<file path="config.mk">
export PLATFORM = sky130hd
export DESIGN_NAME = bird_physics_controller
export DESIGN_NICKNAME = d
export VERILOG_FILES = /design/src/rtl/bird_physics_controller.sv
export SDC_FILE = /design/constraint.sdc
export NUM_CORES = 1
export LEC_CHECK = 0
export CORE_MARGIN = 5
export CORE_UTILIZATION = 50
export DETAILED_ROUTE_END_ITERATION = 6
export GPL_ROUTABILITY_DRIVEN = 0
export GPL_TIMING_DRIVEN = 0
export PLACE_DENSITY = 0.79
export SLEW_MARGIN = 20
export SYNTH_ARGS = -nofsm -noshare
export SYNTH_HDL_FRONTEND = slang
export SYNTH_SLANG_ARGS = --single-unit
</file>
<file path="constraint.sdc">
create_clock -name clk -period 7.05 [get_ports clk]
set_clock_uncertainty 0.2 [all_clocks]
set_input_delay 1.0575 -clock clk [delete_from_list [all_inputs] [get_ports clk]]
set_output_delay 1.0575 -clock clk [all_outputs]
set_load 0.03 [all_outputs]
</file>
<file path="src/rtl/bird_physics_controller.sv">
// bird_physics_controller
//   Owns the bird's vertical position and velocity and runs the IDLE/PLAYING/DEAD game state.
//   Gravity and flap impulses are applied once per video frame (frame_tick). All outputs are
//   registered and change one cycle after the edge or tick that causes them.
// Ports
//   clk           : system clock
//   resetn        : synchronous active-low reset
//   frame_tick    : one-cycle pulse per frame
//   flap          : flap button level (synchronised)
//   start         : start/restart button level (synchronised)
//   collision     : bird/pipe overlap flag
//   bird_reg      : [8:0] bird top edge row, [31:9] zero
//   bird_velocity : signed rows/frame, positive = downward
//   playing       : game state is PLAYING
//   dead          : game state is DEAD
module bird_physics_controller #(
    parameter int SCREEN_HEIGHT  = 480,
    parameter int BIRD_HEIGHT    = 35,
    parameter int START_Y        = 200,
    parameter int GRAVITY        = 1,
    parameter int FLAP_SPEED     = 8,
    parameter int MAX_FALL_SPEED = 10
) (
    input  logic        clk,
    input  logic        resetn,
    input  logic        frame_tick,
    input  logic        flap,
    input  logic        start,
    input  logic        collision,
    output logic [31:0] bird_reg,
    output logic [7:0]  bird_velocity,
    output logic        playing,
    output logic        dead
);

    typedef enum logic [1:0] {
        ST_IDLE,
        ST_PLAYING,
        ST_DEAD
    } state_t;

    localparam logic signed [10:0] FLOOR_S    = 11'(SCREEN_HEIGHT - BIRD_HEIGHT);
    localparam logic signed [10:0] GRAVITY_S  = 11'(GRAVITY);
    localparam logic signed [10:0] MAX_FALL_S = 11'(MAX_FALL_SPEED);
    localparam logic signed [10:0] FLAP_VEL_S = -11'(FLAP_SPEED);

    state_t             state_q, state_d;
    logic [8:0]         y_q, y_d;
    logic signed [7:0]  vel_q, vel_d;
    logic               pend_q, pend_d;
    logic               flap_prev_q, start_prev_q;
    logic               playing_q, playing_d;
    logic               dead_q, dead_d;

    logic               flap_edge, start_edge;
    logic signed [10:0] vel_inc, vel_new, y_next;

    always_comb begin
        flap_edge  = flap & ~flap_prev_q;
        start_edge = start & ~start_prev_q;

        // A flap edge arriving in the same cycle as the tick still counts for this frame.
        vel_inc = {{3{vel_q[7]}}, vel_q} + GRAVITY_S;
        if (pend_q || flap_edge)
            vel_new = FLAP_VEL_S;
        else if (vel_inc > MAX_FALL_S)
            vel_new = MAX_FALL_S;
        else
            vel_new = vel_inc;
        y_next = $signed({2'b00, y_q}) + vel_new;

        state_d = state_q;
        y_d     = y_q;
        vel_d   = vel_q;
        pend_d  = pend_q;

        case (state_q)
            ST_IDLE: begin
                if (flap_edge)
                    pend_d = 1'b1;
                if (flap_edge || start_edge)
                    state_d = ST_PLAYING;
            end
            ST_PLAYING: begin
                // Collision takes priority over a coincident frame tick.
                if (collision) begin
                    state_d = ST_DEAD;
                    pend_d  = 1'b0;
                end else if (frame_tick) begin
                    pend_d = 1'b0;
                    if (y_next < 0) begin
                        y_d   = '0;
                        vel_d = '0;
                    end else if (y_next >= FLOOR_S) begin
                        y_d     = FLOOR_S[8:0];
                        vel_d   = '0;
                        state_d = ST_DEAD;
                    end else begin
                        y_d   = y_next[8:0];
                        vel_d = vel_new[7:0];
                    end
                end else if (flap_edge) begin
                    pend_d = 1'b1;
                end
            end
            ST_DEAD: begin
                pend_d = 1'b0;
                if (start_edge) begin
                    state_d = ST_IDLE;
                    y_d     = 9'(START_Y);
                    vel_d   = '0;
                end
            end
            default: state_d = ST_IDLE;
        endcase

        playing_d = (state_d == ST_PLAYING);
        dead_d    = (state_d == ST_DEAD);
    end

    always_ff @(posedge clk) begin
        if (!resetn) begin
            state_q      <= ST_IDLE;
            y_q          <= 9'(START_Y);
            vel_q        <= '0;
            pend_q       <= 1'b0;
            flap_prev_q  <= 1'b0;
            start_prev_q <= 1'b0;
            playing_q    <= 1'b0;
            dead_q       <= 1'b0;
        end else begin
            state_q      <= state_d;
            y_q          <= y_d;
            vel_q        <= vel_d;
            pend_q       <= pend_d;
            flap_prev_q  <= flap;
            start_prev_q <= start;
            playing_q    <= playing_d;
            dead_q       <= dead_d;
        end
    end

    assign bird_reg      = {23'b0, y_q};
    assign bird_velocity = vel_q;
    assign playing       = playing_q;
    assign dead          = dead_q;

endmodule

</file>
==> results.cfg, run 1 <==
[worst_setup_path]
crit_type = in2reg
slowest_stage = a2111oi_4
cp.arrival_ps = 5050
start_kind = input port
cp_top_family = compound AO/OA/AOI/OAI gates
critPathBufInv = 2
path_cells = clkdlybuf4s50_1 > nor2b_1 > a2111oi_4 > nand2_1 > and2_1 > ha_1 > clkbuf_1 > nand3_1 > o211ai_1 > a31o_2 > mux2_4 > nor3_4 > nor2_4 > o311a_1
worst_setup_path_end_kind = flip-flop
crit_fanout = 10
cp-startpoint = flap
r2r_start = bird_velocity[0]$_SDFFE_PN0P_
cp.depth = 14
reg2reg_depth = 18
cp.required_ps = 7020
max_stage_delay_ps = 550

[sta]
fin_crit_ps = 5076
slew_headroom = 0.6112
hold_slack_ps = 290.8
finalCritPeriodShare = 0.7200
worst_slew_pin_slew_ps = 583.2
grt_setup_unrepaired = false
hold_viol_final = 0
setup_viol = 0
max_freq_mhz = 197.0
final.setup.tns_ps = 0
drv_slew = 0

[route]
remaining_drc_errors = 0
viasPerCell = 5.438
routed_wl_mm = 4.852
wl_per_cell_um = 13.37
drt_iter0_markers = 146
num_vias = 1974
ant_nets = 0
dr.pass1.iters = 4

[final_layout]
regArea_um2 = 480.5
diodes = 0
multi_input_area_um2 = 1453
nFillCells = 370
area_growth_pct = 21.36
final_layout_size_suffix_gt1_frac = 0.1342
layout.nets = 338

[run_status]
outcome = completed

[power]
switching_share = 0.4369
power_density_nw_per_um2 = 247.9
clkPwrFrac = 0.192
p_seq_frac = 0.255
switching_power_mw = 0.2810
comb_power_share = 0.553
p_leak_nw = 1.151
irDropWorstVdd_mv = 0.1836
p_int_mw = 0.3622

[flow_run]
maxCapViolations = 0

[clocking]
ctsResizeCount = 0
cts_buffers = 3
clockRootBuffer = clkbuf_8
cts.sinks = 24
htreeDepth = 1
cts_hold_buf = 0
insertion_delay_ps = 280
cts_tree = yes
clkTransAtPathRegs_ps = 90
clock_path_buffers = 2
cts_setup_buffers = 0

[min_path]
min_from = y_q[0]$_SDFFE_PN0P_
min_path_type = reg2reg
holdPathStages = 2

[placed_design]
hpwl_mm = 3.838
io_buffers = 24

[synthesis]
yosysTopAreaCell = dfxtp_1
synth_cell_types = 57
yosysWarnings = 0
synth-async-reset-ratio = 0
synthTopCellsByArea = dfxtp_1 22%, ha_1 9.9%, buf_4 8.4%
avgSynthCellArea_um2 = 8.130
synth_top_area_frac = 0.2247
synthFlopType = dfxtp_1
syn_inst = 263
yosys_register_bits = 24
ys_seq_area_frac = 0.2247
synth_edf_count = 0
synth_area_um2 = 2138

[floorplanning]
fp-row-count = 23
initial_utilization = 0.5233
die_h_um = 75.40
io_pins = 48
core_region_area_um2 = 4086
chipWidth_um = 75.40
fp.dieArea_um2 = 5684

[global_route]
grt.total_usage = 0.1752
grt_start_max_net_pins = 15
antenna_found_initial = 0
grt_overflow = 0
grt_pass1_vias = 1771
grt_pass1_wl_mm = 7.838
==> worst min-delay path: stages (launching register included) <==
cell	delay (ps)
dfxtp_1	330
nand2_1	50
o21ai_0	60
==> Yosys cell counts, types with 2 or more instances <==
| master | count |
|---|---|
| nand2_1 | 27 |
| buf_4 | 24 |
| dfxtp_1 | 24 |
| ha_1 | 17 |
| inv_1 | 16 |
| o21ai_0 | 15 |
| a21oi_1 | 14 |
| nor2_1 | 12 |
| a22o_1 | 8 |
| nor3_1 | 7 |
| a21o_1 | 6 |
| and2_1 | 6 |
| o211ai_1 | 5 |
| xnor2_1 | 5 |
| a31oi_1 | 4 |
| clkbuf_1 | 4 |
| nand2b_1 | 4 |
| nand3_1 | 4 |
| xor2_1 | 4 |
| and3_1 | 3 |
| nor2b_1 | 3 |
| nor3b_1 | 3 |
| o2111ai_1 | 3 |
| o21bai_1 | 3 |
| o22ai_1 | 3 |
| o31ai_1 | 3 |
| and4_1 | 2 |
| buf_6 | 2 |
| nor3_4 | 2 |
| nor4b_1 | 2 |
| or2_2 | 2 |
==> power groups by stage <==
stage                     combinational, mW  sequential [mW]  clock (mW)
after floorplan                       0.257            0.181           0
after global placement                0.340            0.166           0
after detailed placement              0.351            0.167           0
after CTS                             0.352            0.164       0.125
after global routing                  0.385            0.166       0.129
final                                 0.356            0.164       0.124
==> sequential cells by signal, summed over array words and instances (netlist names) <==
name	count
bird_velocity	8
dead	1
flap_prev_q	1
pend_q	1
playing	1
start_prev_q	1
state_q	2
y_q	9
==> layout by cell type (no fill, tap or decap), types with 7 or more instances in the layout <==
cell type / netlist / routed
nand2_1: 27 / 27
buf_4: 24 / 24
dfxtp_1: 24 / 24
clkdlybuf4s50_1: 0 / 24
conb_1: 1 / 23
ha_1: 17 / 17
inv_1: 16 / 16
o21ai_0: 15 / 15
a21oi_1: 14 / 14
nor2_1: 12 / 12
a22o_1: 8 / 8
nor3_1: 7 / 7
==> area by class of cell <==
| cell class | instances | area share |
|---|---|---|
| multi-input cells | 213 | 0.5598 |
| flip-flops and latches | 24 | 0.1851 |
| repair buffers | 24 | 0.09257 |
| plain buffers | 32 | 0.08775 |
| well taps | 50 | 0.02411 |
| inverters | 16 | 0.02314 |
| clock buffers | 3 | 0.01591 |
| clock inverters | 1 | 0.01157 |
==> logic make-up after synthesis <==
family,after synthesis,share of synthesized area
simple gates,84,0.2241
flops,24,0.2247
mux,2,0.01170
compound gates,77,0.2575
xor+xnor,9,0.03686
other cells,1,0.001754
fa+ha+maj,18,0.1088
buf+inv,48,0.1346
==> path summary, 6_finish.rpt <==
kind	to	slack (ps)
worst max-delay path	state_q[0]$_SDFF_PN0_	1970
worst min-delay path	y_q[0]$_SDFFE_PN0P_	290
worst max register to register	state_q[0]$_SDFF_PN0_	2180
worst min register to register	y_q[0]$_SDFFE_PN0P_	290
==> through the flow <==
step	utilization	total power, mW	setup slack (ps)	cells	area [um^2]
global placement	0.6176	0.5062	1816	359	2524
global route	0.6350	0.6805	1819	363	2595
detailed placement	0.6176	0.5175	1697	359	2524
floorplan	-	0.4382	2635	285	2221
CTS	0.6350	0.6405	1992	363	2595
finish	0.6350	0.6432	1974	363	2595
==> layer usage <==
| layer | wire (um) | track usage | share of wire | vias to the layer above |
|---|---|---|---|---|
| li1 | - | - | - | 1003 |
| met3 | 331 | 0.02111 | 0.068 | 5 |
| met1 | 2194 | 0.2254 | 0.45 | 902 |
| met4 | 76 | 0.07184 | 0.016 | 0 |
| met5 | 0 | 0 | 0 | - |
| met2 | 2249 | 0.2963 | 0.46 | 64 |
Power figures use the tool's default switching activity.
==> inputs of run 2 (changes only) <==
Settings changed: CORE_UTILIZATION 50 to 46, PLACE_DENSITY 0.79 to 0.77.
Clock period 7.05 ns to 4.5 ns, I/O delays scaled along.
==> run 2 against run 1 <==
Net effect: die area increased by 7.5%; total power increased by 58%; non-clock buffer count increased by 6; clock power increased by 16%; first-iteration DRC count decreased by 29%; register-to-register slack got worse by 2000 ps.
==> results.cfg, run 2 (synthesized netlist as in run 1, its figures left out) <==
[run_status]
outcome = completed

[final_layout]
final_cell_mix = 29 x buf_4, 27 x nand2_1, 24 x clkdlybuf4s50_1, 23 x conb_1, 22 x dfxtp_1
largest_reg_flops = 9
final_common_cell = buf_4
diodes = 0
nFillCells = 412
area_growth_pct = 24.75
final_util = 0.6002
largest_register = y_q
design_area_um2 = 2668
final_layout_size_suffix_gt1_frac = 0.1818
layout.nets = 344

[global_route]
grt.total_usage = 0.1600
grt_pass1_vias = 1827
grt_overflow = 0
grt_pass1_wl_mm = 8.169
grt_start_max_net_pins = 14
antenna_found_initial = 0

[route]
dr.pass1.iters = 4
wl_per_cell_um = 13.36
drt_iter0_markers = 103
remaining_drc_errors = 0
routed_wl_mm = 4.957
num_vias = 1978
viasPerCell = 5.332
ant_nets = 0

[floorplanning]
fp-row-count = 24
fp.dieArea_um2 = 6112
initial_utilization = 0.4811
io_pins = 48
chipWidth_um = 78.18
core_region_area_um2 = 4444
die_h_um = 78.18

[clocking]
clkTransAtPathRegs_ps = 90
cts_buffers = 3
cts_tree = yes
cts.sinks = 24
htreeDepth = 1
insertion_delay_ps = 260
clock_path_buffers = 2
clockRootBuffer = clkbuf_8

[sta]
setup_viol = 0
final.setup.tns_ps = 0
fin_crit_ps = 4288
setup_ws_ps = 212.4
drv_slew = 0
hold_viol_final = 0
max_freq_mhz = 233.2
finalCritPeriodShare = 0.9528
hold_slack_ps = 297.4

[placed_design]
dpl_worst_slack_ps = -454.5
io_buffers = 24
hpwl_mm = 3.774
dpl_cell_area_um2 = 2526

[worst_setup_path]
cp.arrival_ps = 4250
cp-startpoint = bird_velocity[0]$_SDFFE_PN0P_
crit_type = reg2reg
reg2reg_depth = 18
r2r_start = bird_velocity[0]$_SDFFE_PN0P_
cp.required_ps = 4460
cp-endpoint = state_q[0]$_SDFF_PN0_
worst_setup_path_end_kind = flip-flop
r2r-end = state_q[0]$_SDFF_PN0_
crit_fanout = 10
rrSetupSlack_ps = 210
start_kind = flip-flop

[power]
p_leak_nw = 1.186
power_density_nw_per_um2 = 380.8
switching_power_mw = 0.4429
clkPwrFrac = 0.142
switching_share = 0.4361
comb_power_share = 0.606
irDropWorstVdd_mv = 0.2704
p_seq_frac = 0.252
p_int_mw = 0.5728

[flow_run]
maxCapViolations = 0

[min_path]
min_path_type = reg2reg
## run 2: cell count changes in the layout (fill, tap and decap cells not counted), sizes merged
cell | previous run | this run
bufinv | 1 | 0
buf | 27 | 34
## run 2: stage by stage
| stage | total power [mW] | cells |
|---|---|---|
| after CTS | 1.003 | 370 |
| after floorplan | 0.6865 | 285 |
| after global routing | 1.091 | 371 |
| after detailed placement | 0.8043 | 361 |
| after global placement | 0.7943 | 361 |
| final | 1.016 | 371 |
## run 2: worst max-delay path, cell delays in order, from the launching register on
cell and delay, ps:
dfxtp_4 390, ha_1 210, buf_6 140, and4_4 200, and3_1 170, o2111ai_1 200
a32o_1 190, nand2_1 70, and2_1 190, ha_1 280, clkbuf_1 270, nand3_1 140
o211ai_1 300, a31o_2 240, mux2_4 320, nor3_4 150, buf_12 150, nor2_4 40
o311a_1 340
## run 2: worst min path at each step
| stage | startpoint | to | slack (ps) | depth (start not counted) |
|---|---|---|---|---|
| 2_1_floorplan | pend_q$_SDFFE_PN0P_ | pend_q$_SDFFE_PN0P_ | 340 | 2 |
| 6_report | y_q[4]$_SDFFE_PN0P_ | y_q[4]$_SDFFE_PN0P_ | 300 | 2 |
| 3_5_place_dp | y_q[2]$_SDFFE_PN0P_ | y_q[2]$_SDFFE_PN0P_ | 290 | 2 |
| 3_3_place_gp | y_q[0]$_SDFFE_PN0P_ | y_q[0]$_SDFFE_PN0P_ | 280 | 2 |
| 5_1_grt | y_q[5]$_SDFFE_PN0P_ | y_q[5]$_SDFFE_PN0P_ | 330 | 2 |
| 4_1_cts | y_q[4]$_SDFFE_PN0P_ | y_q[4]$_SDFFE_PN0P_ | 300 | 2 |
## run 2: repair_timing
action | in CTS | in global routing
setup buffers | 5 | 1
gates resized for setup | 3 | 10
hold buffers | 0 | 0
setup endpoints to repair | 20 | 21
pin swaps | 2 | 1
## run 2: cell type report
type / count / area [um^2] / share of cell area
plain buffers: 32 / 229.0 / 0.08583
clock buffers: 4 / 55.05 / 0.02064
inverters: 16 / 60.06 / 0.02251
multi-input cells: 213 / 1473 / 0.5521
flip-flops and latches: 24 / 488.0 / 0.1829
well taps: 52 / 65.06 / 0.02439
repair buffers: 30 / 297.8 / 0.1116
## run 2: power groups by stage
stage | sequential [mW] | combinational, mW | clock [mW]
finish | 0.256 | 0.616 | 0.144
global route | 0.259 | 0.673 | 0.159
CTS | 0.257 | 0.597 | 0.148
detailed placement | 0.262 | 0.543 | 0
global placement | 0.261 | 0.533 | 0
floorplan | 0.284 | 0.402 | 0
## run 2: layer usage
layer / vias up / track usage / part of all wire
met5: - / 0 / 0
met2: 61 / 0.2663 / 0.47
met1: 904 / 0.2157 / 0.46
met4: 0 / 0.04720 / 0.0073
li1: 1011 / - / -
met3: 2 / 0.02174 / 0.060
==> inputs of run 3 (changes only) <==
Settings changed: CAP_MARGIN set to 20, RECOVER_POWER set to 25.
==> run 3 against run 2 <==
Net effect: core utilization unchanged; cell count is the same; sequential share of layout area did not move; clock-buffer cell count did not move; fmax barely moved; die area unchanged; total power is 0.39% lower; sequential power about the same; via count increased by 0.61%; clock power about the same; largest cell class unchanged; critical path type unchanged; critical path depth did not move.
==> results.cfg, run 3 (synthesized netlist as in run 1, its figures left out) <==
[sta]
setup_ws_ps = 209.8
finalCritPeriodShare = 0.9534
drv_slew = 0
hold_viol_final = 0
setup_viol = 0
max_freq_mhz = 233.1
fin_crit_ps = 4290

[worst_setup_path]
crit_fanout = 10
worst_setup_path_end_kind = flip-flop
start_kind = flip-flop
cp.required_ps = 4460
crit_type = reg2reg
cp.arrival_ps = 4250

[final_layout]
largest_reg_flops = 9
final_common_cell = buf_4
design_area_um2 = 2668
final_layout_size_suffix_gt1_frac = 0.1818
area_growth_pct = 24.75
final_cell_mix = 29 x buf_4, 27 x nand2_1, 23 x conb_1, 22 x dfxtp_1
layout.nets = 344
largest_register = y_q
diodes = 0

[route]
num_vias = 1990
remaining_drc_errors = 0
ant_nets = 0
wl_per_cell_um = 13.24
viasPerCell = 5.364
dr.pass1.iters = 4
drt_iter0_markers = 122
routed_wl_mm = 4.913

[min_path]
min_path_type = reg2reg

[global_route]
grt.total_usage = 0.1600
grt_pass1_vias = 1827
grt_pass1_wl_mm = 8.169
antenna_found_initial = 0
grt-busiest-layer = met2
grt_overflow = 0
grt_util_met1 = 0.2157
grt_use_met2 = 0.2663
grt_start_max_net_pins = 14
gr-usage-met3 = 0.02174

[floorplanning]
fp.dieArea_um2 = 6112
initial_utilization = 0.4811
die_h_um = 78.18
io_pins = 48
core_region_area_um2 = 4444
chipWidth_um = 78.18
fp-row-count = 24

[run_status]
outcome = completed

[clocking]
cts.sinks = 24
clkTransAtPathRegs_ps = 90
insertion_delay_ps = 260
htreeDepth = 1
clockRootBuffer = clkbuf_8
cts_buffers = 3
cts_tree = yes
cts_hold_buf = 0
clock_path_buffers = 2

[placed_design]
io_buffers = 24
dpl_worst_slack_ps = -454.5
hpwl_mm = 3.774
dpl_cell_area_um2 = 2526

[power]
power_density_nw_per_um2 = 379.3
p_leak_nw = 1.209
irDropWorstVdd_mv = 0.2705

[flow_run]
maxCapViolations = 0
[run 3: cell count changes in the layout (fill, tap and decap cells not counted)]
cell / delta
and2_1: -1
clkdlybuf4s50_1: -9
and2_0: +1
dlygate4sd3_1: +9
[run 3: final cells by class]
class                      count  area, um^2
tap                           52       65.06
inverter                      16       60.06
multi-input combinational    213        1473
buffer                        32       229.0
sequential                    24       488.0
timing repair buffer          30       297.8
clock buffer                   4       55.05
fill                         412        1777
[run 3: repair_timing]
| action | in CTS | in global routing |
|---|---|---|
| buffers inserted | 5 | 1 |
| pin swaps | 2 | 1 |
| setup endpoints to repair | 20 | 21 |
| resized for setup | 3 | 10 |
[run 3: worst paths after layout]
path                                  from               endpoint  slack, ps  cells past startpoint
max          bird_velocity[0]$_SDFFE_PN0P_  state_q[0]$_SDFF_PN0_        210                     18
min                    y_q[4]$_SDFFE_PN0P_    y_q[4]$_SDFFE_PN0P_        290                      2
max reg2reg  bird_velocity[0]$_SDFFE_PN0P_  state_q[0]$_SDFF_PN0_        210                     18
min reg2reg            y_q[4]$_SDFFE_PN0P_    y_q[4]$_SDFFE_PN0P_        290                      2
[run 3: power breakdown]
group          leakage, nW  internal, mW  switching (mW)  total [mW]
sequential           0.197         0.234          0.0214       0.256
clock               0.0288        0.0780          0.0664       0.144
combinational        0.983         0.258           0.354       0.612
total                 1.21         0.570           0.442        1.01
[run 3: per-layer routing]
| layer | vias up | share of wire | routed length (um) |
|---|---|---|---|
| met4 | 0 | 0.0073 | 36 |
| met3 | 2 | 0.065 | 321 |
| met2 | 64 | 0.47 | 2306 |
| met1 | 912 | 0.46 | 2249 |
| met5 | - | 0 | 0 |
| li1 | 1012 | - | - |
[run 3: critical path, cell delays in order, from the launching register on]
cell	delay [ps]
dfxtp_4	390
ha_1	210
buf_6	140
and4_4	200
and3_1	170
o2111ai_1	200
a32o_1	190
nand2_1	70
and2_1	190
ha_1	280
clkbuf_1	270
nand3_1	140
o211ai_1	300
a31o_2	250
mux2_4	320
nor3_4	150
buf_12	150
nor2_4	40
o311a_1	340
[run 3: metrics by stage]
stage	utilization	total power [mW]	hold WS (ps)	cells	TNS, ps
global route	0.6002	1.088	333.4	371	-4.539
detailed placement	0.5684	0.8043	285.7	361	-6093
floorplan	-	0.6865	339.3	285	0
global placement	0.5684	0.7943	282.8	361	-4529
CTS	0.5929	1.003	300.7	370	0
finish	0.6002	1.012	294.5	371	0
